--- src/rtl/child_rr_scheduler_pkg.sv ---
// -----------------------------------------------------------------------------
// child_sched_pkg
// Shared definitions for the child round-robin scheduler and its picker:
//   - sched_state_e : FSM state encoding (IDLE, GRANT)
//   - DEF_*         : default parameter values used by the scheduler slice
//   - ptr_width()   : width of an index/pointer into an N-entry request vector
// -----------------------------------------------------------------------------
package child_sched_pkg;

  typedef enum logic {
    IDLE  = 1'b0,
    GRANT = 1'b1
  } sched_state_e;

  localparam int DEF_N_REQ     = 5;
  localparam int DEF_DATA_W    = 8;
  localparam int DEF_MAX_BURST = 4;

  // Width needed to hold an index 0..n-1; never less than one bit.
  function automatic int ptr_width(input int n);
    return (n <= 2) ? 1 : $clog2(n);
  endfunction

endpackage

--- src/rtl/child_rr_scheduler_if.sv ---
// -----------------------------------------------------------------------------
// child_rr_scheduler_if
// Bundle between the child instances (request side), the scheduler and the
// shared downstream resource.
//   req       [N_REQ]        per-child request, held while beats remain
//   req_last  [N_REQ]        per-child final-beat marker of the current burst
//   req_data  [N_REQ*DATA_W] per-child payload, child i at [i*DATA_W +: DATA_W]
//   gnt       [N_REQ]        one-hot grant, zero when idle
//   out_valid/out_data/out_last  beat toward the shared resource
//   out_ready                shared resource accepts the beat
//   busy                     a grant is active
//
// Handshake: a beat transfers on every clock edge where out_valid and
// out_ready are both high. out_valid never waits on out_ready, and while
// out_valid is high without out_ready the beat (out_data/out_last/gnt) is
// held unchanged as long as the granted child keeps its request up.
//
// Modports: slave = scheduler side, master = children/resource side.
// -----------------------------------------------------------------------------
interface child_rr_scheduler_if
  import child_sched_pkg::*;
#(
  parameter int N_REQ  = DEF_N_REQ,
  parameter int DATA_W = DEF_DATA_W
);

  logic [N_REQ-1:0]        req;
  logic [N_REQ-1:0]        req_last;
  logic [N_REQ*DATA_W-1:0] req_data;
  logic [N_REQ-1:0]        gnt;
  logic                    out_valid;
  logic [DATA_W-1:0]       out_data;
  logic                    out_last;
  logic                    out_ready;
  logic                    busy;

  modport slave (
    input  req, req_last, req_data, out_ready,
    output gnt, out_valid, out_data, out_last, busy
  );

  modport master (
    output req, req_last, req_data, out_ready,
    input  gnt, out_valid, out_data, out_last, busy
  );

endinterface

--- src/rtl/child_rr_scheduler_rr_pick.sv ---
// -----------------------------------------------------------------------------
// rr_pick
// Combinational one-hot round-robin priority picker. Selects the first set
// bit of i_req at or after position i_ptr, wrapping modulo N.
//   i_req  [N]      request vector
//   i_ptr  [PTR_W]  highest-priority position (expected 0..N-1)
//   o_gnt  [N]      one-hot winner, zero if no request
//   o_idx  [PTR_W]  binary index of the winner (0 if no request)
//   o_any           at least one request present
// -----------------------------------------------------------------------------
module rr_pick
  import child_sched_pkg::*;
#(
  parameter int N     = DEF_N_REQ,
  parameter int PTR_W = ptr_width(N)
) (
  input  logic [N-1:0]     i_req,
  input  logic [PTR_W-1:0] i_ptr,
  output logic [N-1:0]     o_gnt,
  output logic [PTR_W-1:0] o_idx,
  output logic             o_any
);

  logic [N-1:0] w_mask;
  logic [N-1:0] w_hi;
  logic [N-1:0] w_src;
  logic [N-1:0] w_oh;

  // Split the search in two: requests at/after the pointer win first; if none
  // exist the lowest request overall is the wrapped-around winner. The lowest
  // set bit of the chosen half is isolated with x & -x.
  always_comb begin
    w_mask = '0;
    for (int k = 0; k < N; k++) begin
      w_mask[k] = (PTR_W'(k) >= i_ptr);
    end
    w_hi  = i_req & w_mask;
    w_src = (|w_hi) ? w_hi : i_req;
    w_oh  = w_src & (~w_src + 1'b1);
    o_idx = '0;
    for (int k = 0; k < N; k++) begin
      if (w_oh[k]) begin
        o_idx = PTR_W'(k);
      end
    end
  end

  assign o_gnt = w_oh;
  assign o_any = |i_req;

endmodule

--- src/rtl/child_rr_scheduler.sv ---
// -----------------------------------------------------------------------------
// child_rr_scheduler
// Shares one downstream transfer channel among N_REQ child instances. One
// child at a time is granted, the grant lasts for at most MAX_BURST accepted
// beats (or until the child marks its last beat or drops its request), and
// priority rotates to the child after the one just served.
//
// Ports:
//   clk             clock
//   rst             asynchronous, active-high reset
//   bus             child_rr_scheduler_if.slave (requests, payloads, beat out)
//   o_dbg_state     current FSM state
//   o_dbg_rr_ptr    round-robin pointer (next highest-priority child)
//   o_dbg_beat_cnt  accepted beats in the current burst
// -----------------------------------------------------------------------------
module child_rr_scheduler
  import child_sched_pkg::*;
#(
  parameter  int N_REQ     = DEF_N_REQ,
  parameter  int DATA_W    = DEF_DATA_W,
  parameter  int MAX_BURST = DEF_MAX_BURST,
  localparam int PTR_W     = ptr_width(N_REQ),
  localparam int CNT_W     = $clog2(MAX_BURST + 1)
) (
  input  logic                clk,
  input  logic                rst,
  child_rr_scheduler_if.slave bus,
  output sched_state_e        o_dbg_state,
  output logic [PTR_W-1:0]    o_dbg_rr_ptr,
  output logic [CNT_W-1:0]    o_dbg_beat_cnt
);

  // ---------------------------------------------------------------------------
  // State
  // ---------------------------------------------------------------------------
  sched_state_e     r_state,    w_state_nxt;
  logic [N_REQ-1:0] r_gnt,      w_gnt_nxt;
  logic [PTR_W-1:0] r_gidx,     w_gidx_nxt;
  logic [PTR_W-1:0] r_rr_ptr,   w_rr_ptr_nxt;
  logic [CNT_W-1:0] r_beat_cnt, w_beat_cnt_nxt;

  // ---------------------------------------------------------------------------
  // Arbitration (only consulted in IDLE)
  // ---------------------------------------------------------------------------
  logic [N_REQ-1:0] w_pick_gnt;
  logic [PTR_W-1:0] w_pick_idx;
  logic             w_pick_any;

  rr_pick #(
    .N     (N_REQ),
    .PTR_W (PTR_W)
  ) u_rr_pick (
    .i_req (bus.req),
    .i_ptr (r_rr_ptr),
    .o_gnt (w_pick_gnt),
    .o_idx (w_pick_idx),
    .o_any (w_pick_any)
  );

  // ---------------------------------------------------------------------------
  // Granted-child mux: request, last marker and payload of child r_gidx
  // ---------------------------------------------------------------------------
  logic              w_req_g;
  logic              w_last_g;
  logic [DATA_W-1:0] w_data_g;

  always_comb begin
    w_req_g  = 1'b0;
    w_last_g = 1'b0;
    w_data_g = '0;
    for (int k = 0; k < N_REQ; k++) begin
      if (r_gidx == PTR_W'(k)) begin
        w_req_g  = bus.req[k];
        w_last_g = bus.req_last[k];
        w_data_g = bus.req_data[k*DATA_W +: DATA_W];
      end
    end
  end

  // ---------------------------------------------------------------------------
  // Beat outputs: purely combinational from the registered grant
  // ---------------------------------------------------------------------------
  logic w_in_grant;
  logic w_cnt_max;
  logic w_valid;
  logic w_last;
  logic w_fire;
  logic w_burst_end;

  assign w_in_grant = (r_state == GRANT);
  assign w_cnt_max  = (r_beat_cnt == CNT_W'(MAX_BURST - 1));
  assign w_valid    = w_in_grant & w_req_g;
  assign w_last     = w_in_grant & (w_last_g | w_cnt_max);
  assign w_fire     = w_valid & bus.out_ready;
  // A dropped request abandons the burst without a beat; otherwise the burst
  // closes on the accepted beat that carries out_last.
  assign w_burst_end = w_in_grant & (~w_req_g | (w_fire & w_last));

  assign bus.gnt       = r_gnt;
  assign bus.out_valid = w_valid;
  assign bus.out_data  = w_in_grant ? w_data_g : '0;
  assign bus.out_last  = w_last;
  assign bus.busy      = w_in_grant;

  assign o_dbg_state    = r_state;
  assign o_dbg_rr_ptr   = r_rr_ptr;
  assign o_dbg_beat_cnt = r_beat_cnt;

  // ---------------------------------------------------------------------------
  // FSM: next-state / register updates
  // ---------------------------------------------------------------------------
  always_comb begin
    w_state_nxt    = r_state;
    w_gnt_nxt      = r_gnt;
    w_gidx_nxt     = r_gidx;
    w_rr_ptr_nxt   = r_rr_ptr;
    w_beat_cnt_nxt = r_beat_cnt;
    case (r_state)
      IDLE: begin
        if (w_pick_any) begin
          w_state_nxt    = GRANT;
          w_gnt_nxt      = w_pick_gnt;
          w_gidx_nxt     = w_pick_idx;
          w_beat_cnt_nxt = '0;
        end
      end
      GRANT: begin
        if (w_fire) begin
          w_beat_cnt_nxt = r_beat_cnt + 1'b1;
        end
        if (w_burst_end) begin
          // Always pass through IDLE: this gives the one-cycle bubble and
          // lets non-granted requests be re-arbitrated from a fresh pointer.
          w_state_nxt  = IDLE;
          w_gnt_nxt    = '0;
          w_rr_ptr_nxt = (r_gidx == PTR_W'(N_REQ - 1)) ? '0 : r_gidx + 1'b1;
        end
      end
      default: begin
        w_state_nxt = IDLE;
        w_gnt_nxt   = '0;
      end
    endcase
  end

  always_ff @(posedge clk or posedge rst) begin
    if (rst) begin
      r_state    <= IDLE;
      r_gnt      <= '0;
      r_gidx     <= '0;
      r_rr_ptr   <= '0;
      r_beat_cnt <= '0;
    end else begin
      r_state    <= w_state_nxt;
      r_gnt      <= w_gnt_nxt;
      r_gidx     <= w_gidx_nxt;
      r_rr_ptr   <= w_rr_ptr_nxt;
      r_beat_cnt <= w_beat_cnt_nxt;
    end
  end

endmodule

--- src/flat_wrapper.sv ---
// flat-port wrapper written by rule: the top's interface ports become plain ports
module child_rr_scheduler_flat import child_sched_pkg::*;
#(
  parameter  int N_REQ     = DEF_N_REQ,
  parameter  int DATA_W    = DEF_DATA_W,
  parameter  int MAX_BURST = DEF_MAX_BURST,
  localparam int PTR_W     = ptr_width(N_REQ),
  localparam int CNT_W     = $clog2(MAX_BURST + 1)
)
  (clk, rst, o_dbg_state, o_dbg_rr_ptr, o_dbg_beat_cnt, bus_req, bus_req_last, bus_req_data, bus_out_ready, bus_gnt, bus_out_valid, bus_out_data, bus_out_last, bus_busy);
  child_rr_scheduler_if #(.N_REQ(N_REQ), .DATA_W(DATA_W)) bus_i ();
  input  logic clk;
  input  logic rst;
  output sched_state_e o_dbg_state;
  output logic [PTR_W-1:0] o_dbg_rr_ptr;
  output logic [CNT_W-1:0] o_dbg_beat_cnt;
  input wire logic [$bits(bus_i.req)-1:0] bus_req;
  input wire logic [$bits(bus_i.req_last)-1:0] bus_req_last;
  input wire logic [$bits(bus_i.req_data)-1:0] bus_req_data;
  input wire logic [$bits(bus_i.out_ready)-1:0] bus_out_ready;
  output wire logic [$bits(bus_i.gnt)-1:0] bus_gnt;
  output wire logic [$bits(bus_i.out_valid)-1:0] bus_out_valid;
  output wire logic [$bits(bus_i.out_data)-1:0] bus_out_data;
  output wire logic [$bits(bus_i.out_last)-1:0] bus_out_last;
  output wire logic [$bits(bus_i.busy)-1:0] bus_busy;
  assign bus_i.req = bus_req;
  assign bus_i.req_last = bus_req_last;
  assign bus_i.req_data = bus_req_data;
  assign bus_i.out_ready = bus_out_ready;
  assign bus_gnt = bus_i.gnt;
  assign bus_out_valid = bus_i.out_valid;
  assign bus_out_data = bus_i.out_data;
  assign bus_out_last = bus_i.out_last;
  assign bus_busy = bus_i.busy;
  child_rr_scheduler #(.N_REQ(N_REQ), .DATA_W(DATA_W), .MAX_BURST(MAX_BURST)) u_core (.clk(clk), .rst(rst), .bus(bus_i), .o_dbg_state(o_dbg_state), .o_dbg_rr_ptr(o_dbg_rr_ptr), .o_dbg_beat_cnt(o_dbg_beat_cnt));
endmodule
--- config.mk ---
export PLATFORM = sky130hd
export DESIGN_NAME = child_rr_scheduler_flat
export DESIGN_NICKNAME = d
export VERILOG_FILES = /design/src/rtl/child_rr_scheduler_pkg.sv /design/src/rtl/child_rr_scheduler_if.sv /design/src/rtl/child_rr_scheduler_rr_pick.sv /design/src/rtl/child_rr_scheduler.sv /design/src/flat_wrapper.sv
export SDC_FILE = /design/constraint.sdc
export NUM_CORES = 1
export LEC_CHECK = 0
export ABC_AREA = 1
export CORE_AREA = 2 2 60 62
export CTS_CLUSTER_DIAMETER = 60
export DETAILED_ROUTE_END_ITERATION = 10
export DIE_AREA = 0 0 62 64
export GPL_TIMING_DRIVEN = 0
export PLACE_DENSITY = 0.9
export SLEW_MARGIN = 20
export SYNTH_ARGS = -nofsm -noshare
export SYNTH_HDL_FRONTEND = slang
export SYNTH_SLANG_ARGS = --single-unit
--- constraint.sdc ---
create_clock -name clk -period 5.3 [get_ports clk]
set_input_delay 1.06 -clock clk [delete_from_list [all_inputs] [get_ports clk]]
set_output_delay 1.06 -clock clk [all_outputs]
set_load 0.1 [all_outputs]
==> flow_summary.yaml, run 1 <==
floorplan:
  core-area_um2: 3280
  rows: 21
  fp.dieW_um: 62
  start_util_pct: 40.2
  dieArea_um2: 3970
  ioPinCount: 76
  die_y_um: 64
logic_synthesis:
  yosysTopAreaCell: "dfrtp_1"
  synth_cells: 198
  avgSynthCellArea_um2: 6.67
  yosys_warnings: 0
  synth_ff_type: "dfrtp_1"
  synth_edf_count: 0
  synth_top_area_share_pct: 28.4
  ys_top_cells_by_count: "46 x nand3_1, 40 x nand2_1, 16 x inv_1"
  synth_most_common_cell: "nand3_1"
  synth-seq-cells: 15
  synth-async-reset-ratio_pct: 100
  syn_nets: 258
  ys_top_cells_by_area: "dfrtp_1 28%, nand3_1 17%, nand2_1 11%"
  netlist_area_um2: 1320
  synth_cell_type_count: 26
  ys_seq_area_share_pct: 28.4
global_route:
  grt_max_degree: 16
  grt_pass1_vias: 1563
  met2_usage_pct: 38.8
  grt_pass1_wl_um: 7010
  grt.met1_usage_pct: 29.3
  gr-total-overflow: 0
  grt.total_usage_pct: 22.8
  antenna_found_initial: 0
  grt.busiest_layer: "met2"
  use_met3_pct: 5.47
routing:
  first_pass_iters: 4
  wl_per_cell_um: 13.6
  ant_nets: 0
  drcViolationCount: 0
  post_drt_via_cell_ratio: 5.17
  vias: 1670
  drt_iter0_drc: 187
  drt_wl_total_um: 4390
timing:
  timing.final.crit_share_pct: 85.8
  hold_viol: 0
  finalClockSkew_ns: 0.000375
  min_period_ns: 4.55
  report.final.slew_viol_count: 0
  rsz0062_at_grt: "false"
  worst_pin_slew_ns: 0.988
  setup_violations: 0
  fmax_mhz: 220
  holdWs_ns: 0.508
  relSlewSlack_pct: 33.9
  setup-tns-final_ns: 0
setup_path:
  cp_max_fo: 10
  cp-end-kind: "primary output"
  required_ns: 4.24
  critPathKind: "flop to primary output"
  worst_setup_path_start_kind: "flop"
  cpPeakStageDelay_ns: 1.16
  cp_cell_sequence: "inv_2 -> clkbuf_1 -> ha_1 -> buf_4 -> inv_2 -> buf_2 -> o21ai_1 -> inv_1 -> nand2_1 -> o21ai_1 -> nor2_2 -> clkdlybuf4s50_1"
  slowest_stage: "clkdlybuf4s50_1"
  critPathBufInv: 7
  cp_top_family: "buffers and inverters"
  r2r_slack_ns: 2.82
  crit_arrival_ns: 3.49
clock_network:
  post_cts_buffers: 0
  cts_hold_buf: 0
  cts_buffers: 3
  cts_buffer_depth: 2
  root_buffer: "clkbuf_4"
  htreeDepth: 1
  worstSkewPairLatency_ns: 0.29
  clkTransAtPathRegs_ns: 0.09
  ctsResizeCount: 0
  cts_tree: "built"
  cts.sinks: 15
placement:
  io_buffers: 75
  dpl_cell_area_um2: 2130
  hpwlAfterDp_um: 3550
  finalWeightedCongestion: 0.954
flow_run:
  cap_violations: 0
layout:
  drive_gt1_share_pct: 7.58
  ff_latch_area_um2: 375
  final_nets: 338
  areaGrowthSynthToFinish_pct: 63.3
  post-route-util_pct: 65.6
  final_area_um2: 2160
  multi_input_area_um2: 796
  diodes: 0
  nFillCells: 305
outcome:
  status: "completed"
worst_hold_path:
  hold_path_class: "flop to flop"
## layout make-up
type	count	share of cell area [%]
Buffer	11	2.90
Clock buffer	3	1.04
Clock inverter	1	0.232
Inverter	23	4.00
Multi-Input combinational cell	149	36.9
Sequential cell	15	17.4
Tap cell	46	2.67
Timing Repair Buffer	75	34.8
## through the flow
stage / setup slack [ns] / instances
2_1_floorplan: 1.29 / 198
3_3_place_gp: 0.960 / 319
3_5_place_dp: 0.962 / 319
4_1_cts: 0.767 / 323
5_1_grt: 0.579 / 323
6_report: 0.751 / 323
## cells by family after synthesis
group | after synthesis | share of synthesized area [%]
simple gates | 100 | 35.2
compound gates | 42 | 18.5
buf+inv | 34 | 11.3
flops | 15 | 28.4
fa+ha+maj | 7 | 6.63
## flip-flops by register name (all words and copies together) (netlist names)
name,flops
u_core.bus.busy,1
u_core.bus.gnt,5
u_core.o_dbg_beat_cnt,3
u_core.o_dbg_rr_ptr,3
u_core.r_gidx,3
## per-layer routing
metal	part of all wire, %	wire length [um]
met1	42	1860
met2	51	2240
met3	5.8	257
met4	0.84	37
met5	0	0
## path summary, 6_finish.rpt
kind	end	from	cells past startpoint
hold / removal	u_core.bus.gnt[0]	u_core.bus.gnt[0]	2
min in group asynchronous	u_core.o_dbg_beat_cnt[1]	rst	2
max in group asynchronous	u_core.bus.gnt[2]	rst	2
setup / recovery	bus_out_valid	u_core.r_gidx[2]	12
setup reg to reg	u_core.bus.gnt[2]	u_core.r_gidx[2]	16
hold reg to reg	u_core.bus.gnt[0]	u_core.bus.gnt[0]	2
## placed cells by master (no fill, tap or decap)
cell,Yosys,routed
a21oi_1,3,3
a31o_2,1,1
a31oi_1,8,8
buf_1,1,1
buf_2,2,2
buf_4,3,3
buf_6,1,1
clkbuf_1,4,4
clkbuf_4,0,3
clkdlybuf4s50_1,0,75
clkinv_1,2,2
clkinv_2,0,1
dfrtp_1,15,15
ha_1,7,7
inv_1,16,16
inv_2,5,5
nand2_1,40,40
nand2_2,1,1
nand2_4,1,1
nand3_1,46,46
nand4_1,3,3
nor2_1,5,5
nor2_2,1,1
nor2_4,1,1
nor3_1,1,1
o211ai_1,8,8
o21ai_0,11,11
o21ai_1,11,11
or2_2,1,1
## worst min-delay path, cell delays in order (launching register included)
cell and delay [ns]:
dfrtp_1 0.35, nand3_1 0.07, nand2_1 0.06
Power of run 1 is left out: the tool's default activity adds up to more than one toggle a clock period on the data nets, which glitch-free logic cannot reach.
==> inputs of run 2 (changes only) <==
- SKIP_LAST_GASP: default -> 1
==> results of run 2 <==
Same layout as run 1: the final DEF is identical, and so are final timing and power.
Power of run 2 is left out for the same reason.
